===== src/rtl/matrix_vec_mul_fx.sv =====
// Fixed-point matrix-vector multiply engine: y = A * x.
// Operands live in one flat word store (A row-major, then x). A start pulse
// runs one MAC per cycle; each finished row is rounded (half toward +inf),
// saturated to WORD_SIZE bits and offered on a valid/ready output port.
//
// Handshake: out_valid rises when a row result is ready and stays high, with
// out_data/out_idx held stable, until a rising src_clk edge sees
// out_valid & out_ready; that edge is the transfer. out_ready is a don't-care
// whenever out_valid is low.
module matrix_vec_mul_fx #(
    parameter int WORD_SIZE = 16,
    parameter int N         = 8,
    parameter int ADDR_W    = 9
) (
    input  logic                    src_clk,
    input  logic                    rst_n,
    input  logic                    we,
    input  logic [ADDR_W-1:0]       addr,
    input  logic [WORD_SIZE-1:0]    data_wr,
    input  logic                    start,
    input  logic [3:0]              qf,
    output logic                    busy,
    output logic                    out_valid,
    input  logic                    out_ready,
    output logic [WORD_SIZE-1:0]    out_data,
    output logic [$clog2(N)-1:0]    out_idx,
    output logic                    done,
    output logic                    ovf
);

    localparam int RW    = $clog2(N);
    localparam int DEPTH = N * N + N;
    localparam int MW    = $clog2(DEPTH);
    localparam int AW    = 2 * WORD_SIZE + RW;
    localparam int PW    = 2 * WORD_SIZE;

    // FSM state is kept in state_q so checkers can bind to it directly.
    typedef enum logic [2:0] {
        S_IDLE  = 3'd0,
        S_MAC   = 3'd1,
        S_ROUND = 3'd2,
        S_OUT   = 3'd3,
        S_DONE  = 3'd4
    } state_t;

    state_t state_q, state_d;

    logic [WORD_SIZE-1:0]   mem [DEPTH];
    logic [RW-1:0]          r_q, k_q;
    logic signed [AW-1:0]   acc_q;
    logic [3:0]             qf_q;
    logic [WORD_SIZE-1:0]   out_data_q;
    logic [RW-1:0]          out_idx_q;
    logic                   ovf_q;

    logic                   wr_ok;
    logic                   last_k, last_r;
    logic [MW-1:0]          a_idx, x_idx;
    logic signed [PW-1:0]   a_ext, x_ext, prod;
    logic signed [AW-1:0]   acc_next;
    logic signed [AW:0]     rnd, t_w, s_w;
    logic [AW-WORD_SIZE+1:0] upper;
    logic                   fits;
    logic [WORD_SIZE-1:0]   sat_val;

    assign wr_ok  = we && (state_q == S_IDLE) && (32'(addr) < DEPTH);
    assign last_k = (k_q == RW'(N - 1));
    assign last_r = (r_q == RW'(N - 1));

    // Operand addresses for the current MAC term.
    assign a_idx = MW'(32'(r_q) * N + 32'(k_q));
    assign x_idx = MW'(N * N + 32'(k_q));

    // Full-width signed product, sign-extended into the accumulator.
    assign a_ext    = PW'($signed(mem[a_idx]));
    assign x_ext    = PW'($signed(mem[x_idx]));
    assign prod     = a_ext * x_ext;
    assign acc_next = acc_q + AW'(prod);

    // Round half toward +inf, arithmetic shift, then range check: the result
    // fits when every bit from the WORD_SIZE sign position up is identical.
    assign rnd     = (qf_q != 4'd0) ? ((AW + 1)'(1) << (qf_q - 4'd1)) : '0;
    assign t_w     = (AW + 1)'(acc_q) + rnd;
    assign s_w     = t_w >>> qf_q;
    assign upper   = s_w[AW:WORD_SIZE-1];
    assign fits    = (&upper) || !(|upper);
    assign sat_val = s_w[AW] ? {1'b1, {(WORD_SIZE-1){1'b0}}}
                             : {1'b0, {(WORD_SIZE-1){1'b1}}};

    // Operand store: no reset, contents survive across runs and resets.
    always_ff @(posedge src_clk) begin
        if (wr_ok) begin
            mem[addr[MW-1:0]] <= data_wr;
        end
    end

    // State register.
    always_ff @(posedge src_clk or negedge rst_n) begin
        if (!rst_n) begin
            state_q <= S_IDLE;
        end else begin
            state_q <= state_d;
        end
    end

    // Next-state logic.
    always_comb begin
        state_d = state_q;
        case (state_q)
            S_IDLE:  if (start) state_d = S_MAC;
            S_MAC:   if (last_k) state_d = S_ROUND;
            S_ROUND: state_d = S_OUT;
            S_OUT:   if (out_ready) state_d = last_r ? S_DONE : S_MAC;
            S_DONE:  state_d = S_IDLE;
            default: state_d = S_IDLE;
        endcase
    end

    // Datapath: run setup, accumulation, rounding/saturation, row stepping.
    always_ff @(posedge src_clk or negedge rst_n) begin
        if (!rst_n) begin
            r_q        <= '0;
            k_q        <= '0;
            acc_q      <= '0;
            qf_q       <= '0;
            out_data_q <= '0;
            out_idx_q  <= '0;
            ovf_q      <= 1'b0;
        end else begin
            case (state_q)
                S_IDLE: begin
                    if (start) begin
                        qf_q  <= (32'(qf) > WORD_SIZE - 1) ? 4'(WORD_SIZE - 1) : qf;
                        ovf_q <= 1'b0;
                        r_q   <= '0;
                        k_q   <= '0;
                        acc_q <= '0;
                    end
                end
                S_MAC: begin
                    acc_q <= acc_next;
                    k_q   <= last_k ? '0 : k_q + 1'b1;
                end
                S_ROUND: begin
                    out_data_q <= fits ? s_w[WORD_SIZE-1:0] : sat_val;
                    out_idx_q  <= r_q;
                    if (!fits) begin
                        ovf_q <= 1'b1;
                    end
                end
                S_OUT: begin
                    if (out_ready && !last_r) begin
                        r_q   <= r_q + 1'b1;
                        k_q   <= '0;
                        acc_q <= '0;
                    end
                end
                default: ;
            endcase
        end
    end

    assign busy      = (state_q != S_IDLE);
    assign out_valid = (state_q == S_OUT);
    assign done      = (state_q == S_DONE);
    assign out_data  = out_data_q;
    assign out_idx   = out_idx_q;
    assign ovf       = ovf_q;

endmodule


===== config.mk =====
export PLATFORM = sky130hd
export DESIGN_NAME = matrix_vec_mul_fx
export DESIGN_NICKNAME = d
export VERILOG_FILES = /design/src/rtl/matrix_vec_mul_fx.sv
export SDC_FILE = /design/constraint.sdc
export NUM_CORES = 2
export LEC_CHECK = 0
export ABC_AREA = 1
export ABC_CLOCK_PERIOD_IN_PS = 7660
export BUFFER_PORTS_ARGS = -buffer_cell sky130_fd_sc_hd__buf_2
export CAP_MARGIN = 20
export CORE_MARGIN = 4
export CORE_UTILIZATION = 25
export DETAILED_ROUTE_END_ITERATION = 6
export GPL_ROUTABILITY_DRIVEN = 0
export PLACE_DENSITY_LB_ADDON = 0.05
export SYNTH_ARGS = -nofsm -noshare
export SYNTH_HDL_FRONTEND = slang
export SYNTH_SLANG_ARGS = --single-unit

===== constraint.sdc =====
create_clock -name src_clk -period 7.66 [get_ports src_clk]
set_clock_uncertainty 0.1 [all_clocks]
set_input_delay 1.532 -clock src_clk [delete_from_list [all_inputs] [get_ports src_clk]]
set_output_delay 1.532 -clock src_clk [all_outputs]
set_load 0.01 [all_outputs]

==> results.ini <==
[layout]
syn2layout_area_growth_pct=26.9
mostFrequentLayoutCells=1152 x edfxtp_1, 933 x nor2_1, 683 x buf_4
drive_above_1_share=0.214
layout_commonest_cell=edfxtp_1
final_core_util=0.319
nNetsFinal=6987

[clock_network]
cts_sinks=1220
clock_path_buffers=3
cts_buffers=153
cts_hold_buffers=0
cts_tree=yes
cts.clk_slew.worst_paths_ns=0.06
cts_root_buf=clkbuf_16
ctsHtreeMaxLevel=4
clkLatencyLatePin_ns=0.81

[worst_setup_path]
cp-start-kind=register
end_kind=register
cp.required_ns=8.19
critical_path.slowest_cell=o211ai_1
arrival_ns=8.56
critPathMaxStageDelay_ns=0.58
path_class=register to register
cp_max_fo=8

[routing]
firstDrtPassIters=5
vias=46300
drt-wirelength-per-cell_um=24.3
finalWirelength_um=243000
drc_errors=0
ant_nets=0
vias_per_cell=4.64
drt_iter0_markers=3208

[floorplan]
initial_core_util=0.251
die_w_um=511
die_height_um=511
die-area_um2=261000
row_count=184
core_area_um2=252000
ios=57

[yosys]
syn_area_per_cell_um2=10.9
async_flop_share=0.0557
ys_types=57
synth_seq_area_share=0.574
synthesis.area_um2=63200
yosys_most_used_dff=edfxtp_1
synthesis.instances=5825
synth_nets=6296
ys_ff_latch=1220
synth-edff-count=1152
yosysWarnings=0

[worst_hold_path]
hold_path_class=register to register

[run_status]
status=complete, but fails checks
violations=setup timing

[timing]
min_period_over_period=1.05
rsz0062_at_grt=true
slew_headroom=0.257
finalSetupViolations=16
period_needed_ns=8.03
final-hold-violation-count=0
tns_ns=-4.09
worst_pin_slew_ns=1.11
setup_ws_ns=-0.372
fmax_mhz=125
slew_viol_final=0

[placement]
hpwl_um=168000
post-place-ws_ns=-1.20
io_buffers=56

[global_route]
grt_pass1_vias=47700
grt-ovfl-total=0
grt_pass1_wl_um=352000
grtUsageTotal=0.183
antenna_found_initial=16
grt_max_degree=73

[flow_run]
max_cap_viol_count=0

[synth_stat cells, types with 4 or more instances]
cell         n  area share
nand4_1     13      0.0013
nor3_1      12     0.00095
nand3_2     39      0.0062
nand3_1    254       0.020
nor3_2       4     0.00063
clkinv_1    10     0.00059
nor2_2       8     0.00079
edfxtp_1  1152        0.55
a22o_1       4     0.00055
ha_1       126       0.025
nand2_1    615       0.036
inv_2        5     0.00030
buf_2       51      0.0040
nand2_2      8     0.00079
o21bai_1     5     0.00059
nor2_1    1025       0.061
buf_1       16     0.00095
a31oi_1      7     0.00069
xnor2_1     29      0.0040
o211ai_1    27      0.0032
clkbuf_1   246       0.015
a32o_1      15      0.0024
o221ai_1    40      0.0055
o21ai_0    762       0.060
fa_1       311       0.098
o22ai_1    301       0.030
o32ai_1     12      0.0017
a21oi_1     63      0.0050
inv_1      532       0.032
a21o_1       4     0.00047
xor2_1      10      0.0014
dfrtp_1     68       0.027
[kinds of logic (layout without fill, tap and decap cells)]
group / Yosys count / after routing / share of synthesized area
AOI/OAI and AO/OA: 1259 / 1259 / 0.112
xor gates and xnor gates: 39 / 39 / 0.00540
adders and majority gates: 437 / 437 / 0.123
buffers and inverters: 866 / 1677 / 0.0533
DFF: 1220 / 1220 / 0.574
muxes: 2 / 2 / 0.000317
other: 0 / 9 / 0
and+or+nand+nor: 2002 / 2002 / 0.131
[layer usage]
layer / vias to the layer above / routed length (um) / GRT usage
met4: 0 / 4220 / 0.0366
met2: 822 / 115000 / 0.303
met5: - / 0 / 0
li1: 21700 / - / -
met3: 218 / 8730 / 0.0189
met1: 23600 / 115000 / 0.261
[repair_timing]
item	in CTS	in global routing
endpoints found under the setup margin	22	23
buffers inserted	27	18
gates resized for setup	222	184
cloned	14	4
pin swaps	60	90
[sequential cells by signal, summed over array words and instances (netlist names)]
register,flops
mem,1152
acc_q,35
out_data,16
qf_q,4
k_q,3
out_idx,3
r_q,3
state_q,3
ovf,1
[per-stage QoR]
| step | instances | hold WS [ns] | area (um^2) |
|---|---|---|---|
| floorplan | 5825 | 0.386 | 63300 |
| global placement | 9639 | 0.375 | 73000 |
| detailed placement | 9646 | 0.377 | 73100 |
| CTS | 9961 | 0.393 | 79400 |
| global route | 9985 | 0.408 | 80300 |
| finish | 9993 | 0.385 | 80300 |
[cell type report]
cell class              count  area, um^2
repair inverters            1        16.3
clock buffers             194        4060
fillers                 25800      171000
clock inverters            81         782
flip-flops and latches   1220       36300
repair buffers            854        7950
multi-input cells        3739       24800
diodes                      9        22.5
inverters                 547        2120
well taps                3348        4190
[worst max-delay path, delay by kind of cell (launching register included)]
| kind | cells | cell delay (ns) |
|---|---|---|
| adders and majority gates | 7 | 3.33 |
| xor gates and xnor gates | 1 | 0.15 |
| buffers and inverters | 10 | 1.12 |
| DFF | 1 | 0.49 |
| AOI/OAI and AO/OA | 11 | 2.07 |
| and+or+nand+nor | 5 | 0.57 |
[final timing paths]
kind | startpoint | endpoint | slack (ns) | cells after the start
worst max register to register | k_q[0]$_DFFE_PN0P_ | acc_q[27]$_DFFE_PN0P_ | -0.37 | 34
max in group asynchronous | rst_n | r_q[0]$_DFFE_PN0P_ | 5.66 | 2
worst min register to register | out_data[15]$_DFFE_PN0P_ | out_data[15]$_DFFE_PN0P_ | 0.39 | 2
min in group asynchronous | rst_n | qf_q[0]$_DFFE_PN0P_ | 0.65 | 1
worst min-delay path | out_data[15]$_DFFE_PN0P_ | out_data[15]$_DFFE_PN0P_ | 0.39 | 2
worst max-delay path | k_q[0]$_DFFE_PN0P_ | acc_q[27]$_DFFE_PN0P_ | -0.37 | 34
Power is not shown: default switching activity piles up to over one toggle a cycle in this logic, so the estimate is an artifact.
